## src/rtl/fpga_cfg_pkg.sv

```systemverilog
// Shared definitions for the FPGA configuration loader: FSM states, default
// geometry and the word-count helper.
package fpga_cfg_pkg;

  localparam int CFG_BITS_DEF = 116;
  localparam int DW_DEF       = 8;

  typedef enum logic [2:0] {
    ST_IDLE   = 3'd0,
    ST_LOAD   = 3'd1,
    ST_CHECK  = 3'd2,
    ST_COMMIT = 3'd3,
    ST_ERROR  = 3'd4
  } cfg_state_e;

  // Number of DW-bit words needed to cover cfg_bits (rounded up).
  function automatic int cfg_nwords(input int cfg_bits, input int dw);
    return (cfg_bits + dw - 1) / dw;
  endfunction

endpackage

```

## src/rtl/fpga_cfg_loader_accum.sv

```systemverilog
// Running XOR checksum of the configuration words; clear wins over enable.
module cfg_xor_accum
  import fpga_cfg_pkg::*;
#(
  parameter int DW = DW_DEF
) (
  input  logic          clk,
  input  logic          reset,
  input  logic          clear_i,
  input  logic          enable_i,
  input  logic [DW-1:0] data_i,
  output logic [DW-1:0] sum_o
);

  logic [DW-1:0] sum_q;
  logic [DW-1:0] sum_d;

  // Next accumulator value.
  always_comb begin
    sum_d = sum_q;
    if (clear_i) begin
      sum_d = '0;
    end else if (enable_i) begin
      sum_d = sum_q ^ data_i;
    end else begin
      sum_d = sum_q;
    end
  end

  // Accumulator register.
  always_ff @(posedge clk or negedge reset) begin
    if (!reset) begin
      sum_q <= '0;
    end else begin
      sum_q <= sum_d;
    end
  end

  assign sum_o = sum_q;

endmodule

```

## src/rtl/fpga_cfg_loader.sv

```systemverilog
// Loads a configuration image word by word into a shadow register, verifies an
// XOR checksum and only then publishes the image to the fabric in one step.
module fpga_cfg_loader
  import fpga_cfg_pkg::*;
#(
  parameter int CFG_BITS = CFG_BITS_DEF,
  parameter int DW       = DW_DEF
) (
  input  logic                clk,
  input  logic                reset,
  input  logic                cfg_start,
  input  logic                cfg_abort,
  input  logic                cfg_valid,
  input  logic [DW-1:0]       cfg_data,
  output logic                cfg_ready,
  output logic [CFG_BITS-1:0] prog_out,
  output logic                fabric_en,
  output logic                cfg_done,
  output logic                cfg_err
);

  localparam int NWORDS = cfg_nwords(CFG_BITS, DW);
  localparam int CW     = (NWORDS > 1) ? $clog2(NWORDS) : 1;
  localparam logic [CW-1:0] LAST_WORD = CW'(NWORDS - 1);

  cfg_state_e          state_q, state_d;
  logic [CW-1:0]       cnt_q, cnt_d;
  logic [CFG_BITS-1:0] shadow_q, shadow_d;
  logic [CFG_BITS-1:0] prog_q, prog_d;
  logic                fab_en_q, fab_en_d;
  logic                done_q, done_d;
  logic                err_q, err_d;
  logic                ready_q, ready_d;

  logic                acc_clr_s;
  logic                acc_en_s;
  logic [DW-1:0]       acc_sum_s;
  logic                xfer_s;
  logic [CFG_BITS-1:0] word_ext_s;
  logic [CFG_BITS-1:0] word_mask_s;

  assign xfer_s = cfg_valid & ready_q;

  // Place the incoming word at its slot; bits shifted past CFG_BITS fall away.
  assign word_ext_s  = CFG_BITS'(cfg_data) << (int'(cnt_q) * DW);
  assign word_mask_s = CFG_BITS'({DW{1'b1}}) << (int'(cnt_q) * DW);

  cfg_xor_accum #(
    .DW(DW)
  ) u_accum (
    .clk     (clk),
    .reset   (reset),
    .clear_i (acc_clr_s),
    .enable_i(acc_en_s),
    .data_i  (cfg_data),
    .sum_o   (acc_sum_s)
  );

  // Loader FSM and datapath next-state logic.
  always_comb begin
    state_d   = state_q;
    cnt_d     = cnt_q;
    shadow_d  = shadow_q;
    prog_d    = prog_q;
    fab_en_d  = fab_en_q;
    done_d    = 1'b0;
    err_d     = err_q;
    acc_clr_s = 1'b0;
    acc_en_s  = 1'b0;

    case (state_q)
      ST_IDLE: begin
        if (cfg_start) begin
          state_d   = ST_LOAD;
          cnt_d     = '0;
          shadow_d  = '0;
          err_d     = 1'b0;
          fab_en_d  = 1'b0;
          acc_clr_s = 1'b1;
        end else begin
          state_d = ST_IDLE;
        end
      end

      ST_LOAD: begin
        // Abort beats a simultaneous transfer: the word is neither stored nor summed.
        if (cfg_abort) begin
          state_d = ST_ERROR;
          err_d   = 1'b1;
        end else if (xfer_s) begin
          shadow_d = (shadow_q & ~word_mask_s) | (word_ext_s & word_mask_s);
          acc_en_s = 1'b1;
          if (cnt_q == LAST_WORD) begin
            state_d = ST_CHECK;
          end else begin
            cnt_d = cnt_q + CW'(1);
          end
        end else begin
          state_d = ST_LOAD;
        end
      end

      ST_CHECK: begin
        if (cfg_abort) begin
          state_d = ST_ERROR;
          err_d   = 1'b1;
        end else if (xfer_s) begin
          if (cfg_data == acc_sum_s) begin
            state_d = ST_COMMIT;
          end else begin
            state_d = ST_ERROR;
            err_d   = 1'b1;
          end
        end else begin
          state_d = ST_CHECK;
        end
      end

      ST_COMMIT: begin
        prog_d   = shadow_q;
        fab_en_d = 1'b1;
        done_d   = 1'b1;
        state_d  = ST_IDLE;
      end

      ST_ERROR: begin
        fab_en_d = 1'b0;
        state_d  = ST_IDLE;
      end

      default: begin
        state_d  = ST_IDLE;
        fab_en_d = 1'b0;
      end
    endcase

    ready_d = (state_d == ST_LOAD) || (state_d == ST_CHECK);
  end

  // State and output registers.
  always_ff @(posedge clk or negedge reset) begin
    if (!reset) begin
      state_q  <= ST_IDLE;
      cnt_q    <= '0;
      shadow_q <= '0;
      prog_q   <= '0;
      fab_en_q <= 1'b0;
      done_q   <= 1'b0;
      err_q    <= 1'b0;
      ready_q  <= 1'b0;
    end else begin
      state_q  <= state_d;
      cnt_q    <= cnt_d;
      shadow_q <= shadow_d;
      prog_q   <= prog_d;
      fab_en_q <= fab_en_d;
      done_q   <= done_d;
      err_q    <= err_d;
      ready_q  <= ready_d;
    end
  end

  assign cfg_ready = ready_q;
  assign prog_out  = prog_q;
  assign fabric_en = fab_en_q;
  assign cfg_done  = done_q;
  assign cfg_err   = err_q;

endmodule

```

## config.mk

```make
export PLATFORM = sky130hd
export DESIGN_NAME = fpga_cfg_loader
export DESIGN_NICKNAME = d
export VERILOG_FILES = /design/src/rtl/fpga_cfg_pkg.sv /design/src/rtl/fpga_cfg_loader_accum.sv /design/src/rtl/fpga_cfg_loader.sv
export SDC_FILE = /design/constraint.sdc
export NUM_CORES = 1
export LEC_CHECK = 0
export CAP_MARGIN = 5
export CORE_MARGIN = 8
export CORE_UTILIZATION = 38
export DETAILED_ROUTE_END_ITERATION = 8
export PLACE_DENSITY = 0.69
export REMOVE_ABC_BUFFERS = 1
export SLEW_MARGIN = 20
export SYNTH_ARGS = -nofsm -noshare
export SYNTH_HDL_FRONTEND = slang
export SYNTH_SLANG_ARGS = --single-unit
```

## constraint.sdc

```tcl
create_clock -name clk -period 2.3 [get_ports clk]
set_clock_uncertainty 0.05 [all_clocks]
set_input_delay 0.69 -clock clk [delete_from_list [all_inputs] [get_ports clk]]
set_output_delay 0.69 -clock clk [all_outputs]
set_load 0.02 [all_outputs]
```

Word-level counts from Yosys, hierarchy flattened --
Index checks and enable logic that the tools add are counted.
Word-level totals: register bits after elaboration 251, latch bits 0, RAM bits 0, ROM bits 0, input bits 13, output and inout port bits 120, logic and storage cells 75, memories 0
Operators by class: $add $sub $neg 1, multiply operators 0, divide/modulo/power cells 0, $lt $le $gt $ge 0, equal/unequal tests 14, shifts and indexed selects 2, multiplexer cells 32, bitwise gates (word level) 7, reductions and logical operators 10
Operators with widths (count):
- $mux W116 | 3
- $and A116 B116 Y116 | 2
- $pmux W116 S2 | 1
- $not A116 Y116 | 1
- $or A116 B116 Y116 | 1
- $shl A8 B7 Y116 | 1
- $shl A8 B7 Y116 const A | 1
- $mux W3 | 6
- $mux W4 | 4
- $mux W8 | 2
- $mux W1 | 12
- $ne A2 B2 Y1 const B | 5
- $reduce_and A5 Y1 | 2
- $eq A3 B2 Y1 const B | 3
- $pmux W3 S3 | 1
- $eq A8 B8 Y1 | 1
- $pmux W4 S2 | 1
- $xor A8 B8 Y8 | 1
- $eq A3 B1 Y1 const B | 2
- $ne A3 B3 Y1 const B | 2
- $pmux W1 S3 | 2
- $add A4 B1 Y4 const B | 1
- $eq A4 B4 Y1 const B | 1
- $reduce_and A4 Y1 | 1
- other kinds (8) | 9

Longest topological paths before layout --
depth in word-level cells 7, mapped depth 8, mapped depth without buffers 6

Hierarchy --
A second synthesis with hierarchy kept.
Second synthesis, totals: cell total of the unflattened synthesis 1027, area total of the unflattened synthesis 10543.9 µm²
By module, submodules not included:
- fpga_cfg_loader | instances 1, cells each 992, area an instance 10137.2 µm², seq. area each 6080.8 µm²
- cfg_xor_accum | instances 1, cells each 35, area an instance 406.6 µm², seq. area each 200.2 µm²

Worst setup path after synthesis --
No wires, ideal clock.
kind input-to-reg, start point input port cfg_data[7], end point register state_q[0], setup time 0.092 ns, arrival 1.933 ns, required time 2.158 ns, setup slack 0.226 ns, cell stages on the path 5, path buffers 1, path through buf_6 xor2_1 or4_4 or3_1 o31ai_2
On the way: word-level cells in the longest chain between the ends 5
Ends and longest elaborated chain:
- start, declared | RTL line fpga_cfg_loader.sv:14 | input logic [DW-1:0] cfg_data,
- $eq A8 B8 Y1 | RTL line fpga_cfg_loader.sv:108 | if (cfg_data == acc_sum_s) begin
- $mux W3 | RTL line fpga_cfg_loader.sv:108
- $mux W3 | RTL line fpga_cfg_loader.sv:107 | end else if (xfer_s) begin
- $mux W3 | RTL line fpga_cfg_loader.sv:104 | if (cfg_abort) begin
- $pmux W3 S3 | RTL line fpga_cfg_loader.sv:71 | case (state_q)
- net state_d[0] | RTL line fpga_cfg_loader.sv:26 | cfg_state_e state_q, state_d;
- end signal, assigned | RTL line fpga_cfg_loader.sv:152 | state_q <= state_d;
- end, declared | RTL line fpga_cfg_loader.sv:26
The timed path passes the listed nets, and every way through them passes these cells. A chain may end at the register's enable or synchronous reset.

Final worst setup path --
start point register prog_q[33], in the netlist prog_out[33], end point output port prog_out[33]
RTL lines:
- start, declared | RTL line fpga_cfg_loader.sv:29 | logic [CFG_BITS-1:0] prog_q, prog_d;
- start signal, assigned | RTL line fpga_cfg_loader.sv:155 | prog_q <= prog_d;
- end, declared | RTL line fpga_cfg_loader.sv:16 | output logic [CFG_BITS-1:0] prog_out,
No word-level cell between the ends.

==> impl_metrics.csv <==
group,metric,value,unit
status,status,"finished, final reports clean",
placed_design,dp_slack,-0.299,ns
routing,vias,7605,
pwr,peakVddDrop,0.425,mV
worst_setup_path,crit_type,"reg -> out",
global_routing,grt_overflow,0,
pwr,pwr_density_cell,748,mW/mm^2
worst_setup_path,startpoint_type,"flip-flop",
synth,yosysWarnings,0,
cts,clk_pin_slew,0.06,ns
synth,yosysSeqAreaShare,0.591,
die,initial_core_util,0.385,
routing,drc,0,
global_routing,grt_util_all_layers,0.157,
cts,clk_latency,0.53,ns
worst_setup_path,crit_family,"buffers and inverters",
worst_setup_path,cp_cell_sequence,"clkdlybuf4s50_1",
routing,drtIter0Drc,441,
routing,via_per_inst,4.76,
pwr,combPwrFrac,0.135,
global_routing,grt_first_pass_wirelength,43000,microns
die,dieArea,0.0336,sq mm
final_layout,final_net_count,1223,
worst_setup_path,crit_required,1.56,ns
global_routing,grt_pass1_vias,7883,
cts,cts_max_level,1,
routing,wl_per_cell,16.4,microns
final_layout,layout_commonest_cell,"nand2_1",
synth,synth_cell_types,49,
die,die_w,183,microns
die,die_height,183,microns
cts,cts_made_buffers,26,
cts,hold_buffers,0,
worst_setup_path,crit_path_end_kind,"primary output",
pwr,leakagePower,7.29,nW
pwr,p_int,7.52,mW
final_layout,insertedDiodeCount,0,
final_layout,design_area,0.0137,sq mm
global_routing,antenna_found_initial,0,
sta,period_share,0.974,
final_layout,multi_input_area,0.00405,sq mm
worst_setup_path,arrival,1.50,ns
worst_setup_path,cp_max_fo,2,
sta,slew-limit-headroom,0.422,
cts,cts_buffer_depth,3,
placed_design,post-dp-hpwl,17000,microns
sta,setup_viol,0,
final_layout,nFillCells,2556,
global_routing,grt_max_degree,118,
sta,fmax,446,MHz
sta,rsz0062_at_grt,"no",
worst_setup_path,crit_slowest_cell,"clkdlybuf4s50_1",
sta,slew_violations,0,
final_layout,drive_gt1_frac,0.0966,
worst_setup_path,slowest_delay,0.62,ns
pwr,p_sw,2.70,mW
cts,tritoncts,"yes",
routing,wirelength,26300,microns
synth,netlist_instances,1049,
routing,drtPass1Iterations,4,
worst_setup_path,critPathBufInv,1,
placed_design,gp_congestion,0.778,
synth,synth-seq-cells,251,
final_layout,syn2layout_area_growth,28.7,%
final_layout,final_cell_mix,"nand2_1 (372), dfrtp_1 (251), clkdlybuf4s50_1 (120), nor2_1 (92), mux2i_1 (87)",
pwr,netSwitchingFraction,0.264,
final_layout,seqCellArea,0.00628,sq mm
sta,worst_slew_pin_slew,0.860,ns
sta,fin_ws,0.0602,ns
run,cap_violations,0,
placed_design,place_area,0.0128,sq mm
synth,synth.avg_cell_area,10.1,sq um
min_path,hold_class,"in -> async",
die,io_pins,133,
cts,cts_root_buf,"clkbuf_16",
synth,netlist_area,0.0106,sq mm
cts,cts_sinks,251,
routing,postRouteAntennaNets,0,
pwr,clkPwrFrac,0.406,
pwr,p_seq_frac,0.459,
placed_design,io_buffer_count,132,
sta,min_period,2.24,ns
die,rows,61,
sta,final-hold-violation-count,0,
die,coreArea,0.0276,sq mm
power groups by stage:
stage | clock network (mW) | registers, mW | logic, mW
finish | 4.15 | 4.70 | 1.38
detailed placement | 0 | 4.78 | 1.41
floorplan | 0 | 4.75 | 0.786
CTS | 4.27 | 4.70 | 1.41
global placement | 0 | 4.77 | 1.39
global route | 4.43 | 4.72 | 1.53
synth_stat cells (all sizes together):
library cell,number,area (sq um)
nand2,372,1400
xnor2,4,35.0
nand3b,1,7.51
a211o,1,8.76
o31ai,2,20.0
buf,25,160
nor4,2,33.8
o21a,1,7.51
o311ai,1,8.76
and4b,1,10.0
nand4,1,6.26
o21ai,39,195
inv,6,22.5
nor4b,1,23.8
ha,6,75.1
and2,26,166
dfrtp,251,6280
nand4b,1,8.76
or3,1,6.26
nand2b,6,37.5
nor2b,7,43.8
o2111ai,13,302
nand3,34,170
nor2,93,349
mux2i,87,871
a22o,9,80.1
clkbuf,32,121
nor3,7,35.0
a21oi,5,25.0
a31oi,1,6.26
or4,1,11.3
or2,1,6.26
and3,1,6.26
nor3b,1,7.51
o211a,1,10.0
xor2,8,70.1
metrics by stage:
step                instances  hold WS (ns)   util  power, mW  setup TNS, ns
global route             1599        0.0792  0.495       10.7              0
detailed placement       1554         0.404  0.464       6.19         -18.33
finish                   1599        0.0559  0.495       10.2              0
global placement         1554         0.400  0.464       6.16         -17.47
CTS                      1599        0.0600  0.495       10.4              0
floorplan                 992         0.344      -       5.54        -425.44
cells by family (layout without fill, tap and decap cells):
logic type	count (synthesis)	in the layout	share of synthesized area
buf+inv	63	235	0.0286
flops	251	251	0.591
xor+xnor	12	12	0.00989
compound gates	73	73	0.0624
fa+ha+maj	6	6	0.00707
mux	87	87	0.0820
simple gates	557	557	0.219
final timing paths:
path	start	endpoint	slack, ns	depth (start not counted)
setup / recovery	prog_out[33]$_DFFE_PN0P_	prog_out[33]	0.06	1
max in group asynchronous	reset	shadow_q[44]$_DFFE_PN0P_	1.47	2
setup reg to reg	state_q[0]$_DFF_PN0_	shadow_q[93]$_DFFE_PN0P_	0.32	5
hold / removal	reset	prog_out[51]$_DFFE_PN0P_	0.06	1
min in group clk	shadow_q[91]$_DFFE_PN0P_	prog_out[91]$_DFFE_PN0P_	0.42	2
hold reg to reg	shadow_q[91]$_DFFE_PN0P_	prog_out[91]$_DFFE_PN0P_	0.42	2
area by class of cell:
cell class	count	share of cell area
Inverter	6	0.00174
Clock buffer	35	0.0538
Clock inverter	10	0.00777
Tap cell	378	0.0346
Timing Repair Buffer	184	0.147
Sequential cell	251	0.459
Multi-Input combinational cell	735	0.296
state kept, by name, indices dropped and copies added, names as in the netlist:
| register | count |
|---|---|
| shadow_q | 116 |
| cfg_ready | 1 |
| state_q | 3 |
| prog_out | 116 |
| cnt_q | 4 |
| cfg_done | 1 |
| u_accum.sum_o | 8 |
| cfg_err | 1 |
| fabric_en | 1 |
per-layer routing:
| layer | routed length [microns] | GRT usage |
|---|---|---|
| met1 | 12000 | 0.209 |
| met2 | 12600 | 0.268 |
| met3 | 1220 | 0.0251 |
| met4 | 474 | 0.0355 |
| met5 | 0 | 0 |
repair_timing:
action	4_1_cts	5_1_grt
setup endpoints to repair	6	5
resized for setup	6	5
buffers inserted	0	0
No activity file was read; power rests on OpenSTA's default activity.
